**src/rtl/serial_comparator_2nbit_if.sv**
```systemverilog
// Handshake/operand/result bundle for serial_comparator_2nbit.
// The slave modport is the comparator side and the master modport is the
// operand source / result consumer side.
interface serial_comparator_2nbit_if #(
  parameter int N = 2
);
  logic           in_valid;
  logic           in_ready;
  logic [2*N-1:0] x_in;
  logic [2*N-1:0] y_in;
  logic           out_valid;
  logic           out_ready;
  logic           lout;
  logic           gout;
  logic           eout;
  logic           busy;

  modport master (
    output in_valid, x_in, y_in, out_ready,
    input  in_ready, out_valid, lout, gout, eout, busy
  );

  modport slave (
    input  in_valid, x_in, y_in, out_ready,
    output in_ready, out_valid, lout, gout, eout, busy
  );
endinterface

```
**src/rtl/serial_comparator_2nbit.sv**
```systemverilog
// Sequential magnitude comparator for two 2N-bit operands.
// One shared 2-bit digit compare stage walks the operands LSB-first, one
// digit per clock, so a later (more significant) unequal digit overrides
// whatever the lower digits decided.
// Optional feature macro: SIGNED_CMP_EN -- when defined, the operands are
// treated as two's complement by inverting the digit MSBs on the final digit.
module serial_comparator_2nbit #(
  parameter int N  = 2,
  parameter int CW = 8
) (
  input logic clk,
  input logic rst_n,
  serial_comparator_2nbit_if.slave bus
);

  typedef enum logic [1:0] {
    IDLE = 2'd0,
    RUN  = 2'd1,
    DONE = 2'd2
  } state_t;

  state_t state, next_state;

  logic [2*N-1:0] xs, ys;
  logic [CW-1:0]  cnt;
  logic           lt, gt;
  logic           lt_n, gt_n;
  logic           lout_q, gout_q, eout_q;
  logic [1:0]     xd, yd;
  logic           last;

  assign last = (cnt == CW'(N - 1));

`ifdef SIGNED_CMP_EN
  // Flipping the sign bit of the top digit turns the unsigned digit compare
  // into a two's complement compare for the whole operand.
  assign xd = {xs[1] ^ last, xs[0]};
  assign yd = {ys[1] ^ last, ys[0]};
`else
  assign xd = xs[1:0];
  assign yd = ys[1:0];
`endif

  assign bus.in_ready  = (state == IDLE);
  assign bus.busy      = (state != IDLE);
  assign bus.out_valid = (state == DONE);
  assign bus.lout      = lout_q;
  assign bus.gout      = gout_q;
  assign bus.eout      = eout_q;

  // State register; reset aborts any compare in flight.
  always_ff @(posedge clk or negedge rst_n) begin
    if (!rst_n) state <= IDLE;
    else        state <= next_state;
  end

  // Next-state decode for the accept / walk digits / hand off result sequence.
  always_comb begin
    next_state = state;
    unique case (state)
      IDLE:    if (bus.in_valid)  next_state = RUN;
      RUN:     if (last)          next_state = DONE;
      DONE:    if (bus.out_ready) next_state = IDLE;
      default: next_state = IDLE;
    endcase
  end

  // Digit compare: an unequal digit replaces the running verdict, equal holds it.
  always_comb begin
    lt_n = lt;
    gt_n = gt;
    if (xd > yd) begin
      gt_n = 1'b1;
      lt_n = 1'b0;
    end else if (xd < yd) begin
      lt_n = 1'b1;
      gt_n = 1'b0;
    end
  end

  // Operand capture, digit shifting, running verdict and result registers.
  always_ff @(posedge clk or negedge rst_n) begin
    if (!rst_n) begin
      xs     <= '0;
      ys     <= '0;
      cnt    <= '0;
      lt     <= 1'b0;
      gt     <= 1'b0;
      lout_q <= 1'b0;
      gout_q <= 1'b0;
      eout_q <= 1'b0;
    end else begin
      unique case (state)
        IDLE: begin
          if (bus.in_valid) begin
            xs  <= bus.x_in;
            ys  <= bus.y_in;
            cnt <= '0;
            lt  <= 1'b0;
            gt  <= 1'b0;
          end
        end
        RUN: begin
          lt  <= lt_n;
          gt  <= gt_n;
          xs  <= xs >> 2;
          ys  <= ys >> 2;
          cnt <= cnt + CW'(1);
          if (last) begin
            lout_q <= lt_n;
            gout_q <= gt_n;
            eout_q <= !(lt_n | gt_n);
          end
        end
        default: ;
      endcase
    end
  end

endmodule

```
**src/flat_wrapper.sv**
```systemverilog
// flat-port wrapper written by rule: the top's interface ports become plain ports
module serial_comparator_2nbit_flat 
#(
  parameter int N  = 2,
  parameter int CW = 8
)
  (clk, rst_n, bus_in_valid, bus_x_in, bus_y_in, bus_out_ready, bus_in_ready, bus_out_valid, bus_lout, bus_gout, bus_eout, bus_busy);
  serial_comparator_2nbit_if #(.N(N)) bus_i ();
  input logic clk;
  input logic rst_n;
  input wire logic [$bits(bus_i.in_valid)-1:0] bus_in_valid;
  input wire logic [$bits(bus_i.x_in)-1:0] bus_x_in;
  input wire logic [$bits(bus_i.y_in)-1:0] bus_y_in;
  input wire logic [$bits(bus_i.out_ready)-1:0] bus_out_ready;
  output wire logic [$bits(bus_i.in_ready)-1:0] bus_in_ready;
  output wire logic [$bits(bus_i.out_valid)-1:0] bus_out_valid;
  output wire logic [$bits(bus_i.lout)-1:0] bus_lout;
  output wire logic [$bits(bus_i.gout)-1:0] bus_gout;
  output wire logic [$bits(bus_i.eout)-1:0] bus_eout;
  output wire logic [$bits(bus_i.busy)-1:0] bus_busy;
  assign bus_i.in_valid = bus_in_valid;
  assign bus_i.x_in = bus_x_in;
  assign bus_i.y_in = bus_y_in;
  assign bus_i.out_ready = bus_out_ready;
  assign bus_in_ready = bus_i.in_ready;
  assign bus_out_valid = bus_i.out_valid;
  assign bus_lout = bus_i.lout;
  assign bus_gout = bus_i.gout;
  assign bus_eout = bus_i.eout;
  assign bus_busy = bus_i.busy;
  serial_comparator_2nbit #(.N(N), .CW(CW)) u_core (.clk(clk), .rst_n(rst_n), .bus(bus_i));
endmodule
```
**config.mk**
```make
export PLATFORM = sky130hd
export DESIGN_NAME = serial_comparator_2nbit_flat
export DESIGN_NICKNAME = d
export VERILOG_FILES = /design/src/rtl/serial_comparator_2nbit_if.sv /design/src/rtl/serial_comparator_2nbit.sv /design/src/flat_wrapper.sv
export SDC_FILE = /design/constraint.sdc
export NUM_CORES = 1
export LEC_CHECK = 0
export CORE_MARGIN = 8
export CORE_UTILIZATION = 30
export DETAILED_ROUTE_END_ITERATION = 6
export GPL_ROUTABILITY_DRIVEN = 0
export GPL_TIMING_DRIVEN = 0
export PLACE_DENSITY = 0.57
export SLEW_MARGIN = 20
export SYNTH_ARGS = -nofsm -noshare
export SYNTH_HDL_FRONTEND = slang
export SYNTH_SLANG_ARGS = --single-unit
```
**constraint.sdc**
```tcl
create_clock -name clk -period 3.55 [get_ports clk]
set_input_delay 0.5325 -clock clk [delete_from_list [all_inputs] [get_ports clk]]
set_output_delay 0.5325 -clock clk [all_outputs]
set_load 0.02 [all_outputs]
```
==> impl_metrics.csv <==
group,metric,value,unit
power,vdd.ir_drop.worst,0.396,mV
global_route,grt_usage,0.0761,
sta,min_period_over_period,0.664,
cts,cts_tree,"done",
logic_synthesis,synth-edff-count,0,
die,std_cell_rows,22,
power,powerDensity,813,mW/mm^2
sta,hold-worst-slack,0.237,ns
worst_setup_path,crit_arrival,1.82,ns
worst_setup_path,worst_reg_to_reg_path_cell_count,5,
layout,fillers,379,
cts,post_cts.resized_instances,0,
worst_setup_path,timing_worst_setup_path_type,"flip-flop to output pin",
logic_synthesis,synthFlopType,"dfrtp_1",
worst_setup_path,critical_path.reg2reg.endpoint,"u_core.bus.gout$_DFFE_PN0P_",
cts,clk_pin_slew_worst_paths,0.09,ns
flow_run,max_cap_viol_count,0,
placement,dp_worst_setup_slack,1.49,ns
sta,timing_worst_slew_pin_value,0.533,ns
hold_path,worst_hold_check_path_type,"input pin to asynchronous set/reset pin",
die,core_area,0.00366,sq mm
global_route,initial_antenna_violation_count,0,
sta,rsz0062_at_grt,"no",
cts,cts_hold_buffers,0,
die,die_width,77.9,um
logic_synthesis,ys.warnings.count,0,
layout,layout.nets,147,
sta,fin_worst_skew,0.00405,ns
cts,cts_post_setup_buffers_inserted,0,
route,drc,0,
placement,dp.final_hpwl,1750,um
power,cellLeakagePower,0.614,nW
worst_setup_path,required,3.02,ns
global_route,grt_pass1_wl,3860,um
logic_synthesis,synth-async-reset-ratio,1.00,
placement,place.port_buffers,17,
cts,cts_max_level,1,
cts,root_buffer,"clkbuf_8",
logic_synthesis,synth_seq_area_share,0.501,
sta,report.final.hold_viol_count,0,
route,wirelength,2310,um
layout,final-seq-area,576,sq um
sta,timing_max_transition_violations_final,0,
logic_synthesis,synth_nets,125,
logic_synthesis,synthesis.area,0.00115,sq mm
cts,clkSinkCount,23,
layout,fin_area,0.00142,sq mm
logic_synthesis,synth_most_common_cell,"dfrtp_1",
worst_setup_path,r2r_slack,1.95,ns
route,drt.antenna.violating_nets,0,
global_route,first_global_vias,837,
placement,dpl_cell_area,0.00138,sq mm
worst_setup_path,timing.rr.start,"u_core.cnt[1]$_DFFE_PN0P_",
layout,antenna-diode-count,0,
die,ios,18,
sta,post-route-worst-setup-slack,1.19,ns
sta,final_period_minus_worst_setup_slack,2.36,ns
global_route,maximum_number_of_pins_on_one_net_before_global_route_repair,24,
sta,count_of_endpoints_failing_setup_in_the_final_report,0,
worst_setup_path,timing.critical_path.to,"bus_in_ready",
logic_synthesis,syn_avg_cell_area,10.5,sq um
logic_synthesis,synth_largest_area_cell,"dfrtp_1",
sta,max_freq,424,MHz
route,drt_iter0_drc,83,
cts,clockBufferDepth,2,
cts,cts_made_buffers,3,
die,die_h,77.9,um
route,drt-vias-per-instance,4.83,
logic_synthesis,synth_largest_type_area_fraction,0.501,
layout,layout_cell_share_with_drive_strength_beyond_1,0.138,
worst_setup_path,timing.critical_path.from,"u_core.state[0]$_DFFE_PN0P_",
logic_synthesis,synth.top_cells.by_area,"dfrtp_1, nand2_1, a22o_1, ha_1, o21ai_0",
worst_setup_path,endpoint_kind,"output pin",
logic_synthesis,syn-instance-count,109,
global_route,grt_overflow,0,
die,initial_core_util,0.314,
sta,slew_headroom,0.645,
logic_synthesis,synth.top_cells.by_count,"dfrtp_1, nand2_1, o21ai_0, inv_1",
worst_setup_path,worstSetupStartpointType,"flip-flop",
route,via_count,859,
cts,clock_latency,0.26,ns
logic_synthesis,synth.lib_cells_used.distinct,33,
worst_setup_path,worst-path-max-fanout,10,
layout,layout-area-overhead-vs-synth,23.6,%
logic_synthesis,postSynthRegisterBits,23,
route,drt_first_pass_iters,4,
route,wl_per_cell,13.0,um
outcome,outcome,"finished, final reports clean",
layout,multi_input_comb_area,508,sq um
die,die-area,0.00607,sq mm
sta,tns,0,ns
-- registers in the layout, indices dropped and copies added (netlist names) --
name	flops
u_core.gt	1
u_core.cnt	8
u_core.state	2
u_core.ys	4
u_core.bus.gout	1
u_core.bus.lout	1
u_core.bus.eout	1
u_core.lt	1
u_core.xs	4
-- metrics by stage --
stage                util  cells  total power, W
global placement    0.377    174        0.000989
global route        0.388    178         0.00125
CTS                 0.390    178         0.00117
detailed placement  0.377    174        0.000999
finish              0.388    178         0.00116
floorplan               -    109        0.000816
-- worst min-delay path by stage --
| stage | start | slack [ns] | end | cells past startpoint |
|---|---|---|---|---|
| floorplan | rst_n | 0.24 | u_core.bus.eout$_DFFE_PN0P_ | 0 |
| global placement | u_core.xs[0]$_DFFE_PN0P_ | 0.47 | u_core.xs[0]$_DFFE_PN0P_ | 2 |
| detailed placement | u_core.ys[1]$_DFFE_PN0P_ | 0.48 | u_core.ys[1]$_DFFE_PN0P_ | 2 |
| CTS | u_core.ys[1]$_DFFE_PN0P_ | 0.50 | u_core.ys[1]$_DFFE_PN0P_ | 2 |
| global route | rst_n | 0.27 | u_core.xs[3]$_DFFE_PN0P_ | 1 |
| finish | rst_n | 0.24 | u_core.cnt[0]$_DFFE_PN0P_ | 1 |
-- cells in the final DEF, fill, tap and decap left out, drive strengths merged, types with 2 or more instances in the layout --
cell	n
a21oi	2
a22o	6
a22oi	4
buf	6
clkbuf	3
clkdlybuf4s50	16
dfrtp	23
ha	4
inv	7
mux2	2
mux2i	2
nand2	15
nand2b	2
nand3	6
nor2b	3
nor3	2
o211ai	2
o21ai	9
o31ai	2
or2	2
-- cell families after synthesis --
group | after synthesis | synth area share
flops | 23 | 0.501
buf+inv | 12 | 0.0577
mux | 4 | 0.0370
compound gates | 29 | 0.173
fa+ha+maj | 4 | 0.0435
simple gates | 37 | 0.188
-- critical path: stages (launching register included) --
cell	delay [ns]
dfrtp_1	0.42
buf_4	0.18
or2_2	0.29
inv_1	0.07
clkdlybuf4s50_1	0.60
-- metal layers --
layer / global-route usage / up-vias / part of all wire
met5: 0 / - / 0
met4: 0.0222 / 0 / 0
met3: 0.0242 / 0 / 0.056
met2: 0.106 / 26 / 0.42
met1: 0.108 / 400 / 0.53
li1: - / 433 / -
-- layout make-up --
class | instances | share of cell area
inverter | 7 | 0.0185
sequential | 23 | 0.405
buffer | 5 | 0.0282
clock inverter | 1 | 0.00352
multi-input combinational | 74 | 0.357
tap | 48 | 0.0423
timing repair buffer | 17 | 0.116
clock buffer | 3 | 0.0290
-- power by group --
part           leakage [nW]  switching [W]  internal, W  total, W
clock network        0.0255      0.0000869    0.0000783  0.000165
registers             0.302      0.0000608     0.000350  0.000410
logic                 0.287       0.000300     0.000280  0.000580
Note: power is estimated with default switching activity, not from simulation.
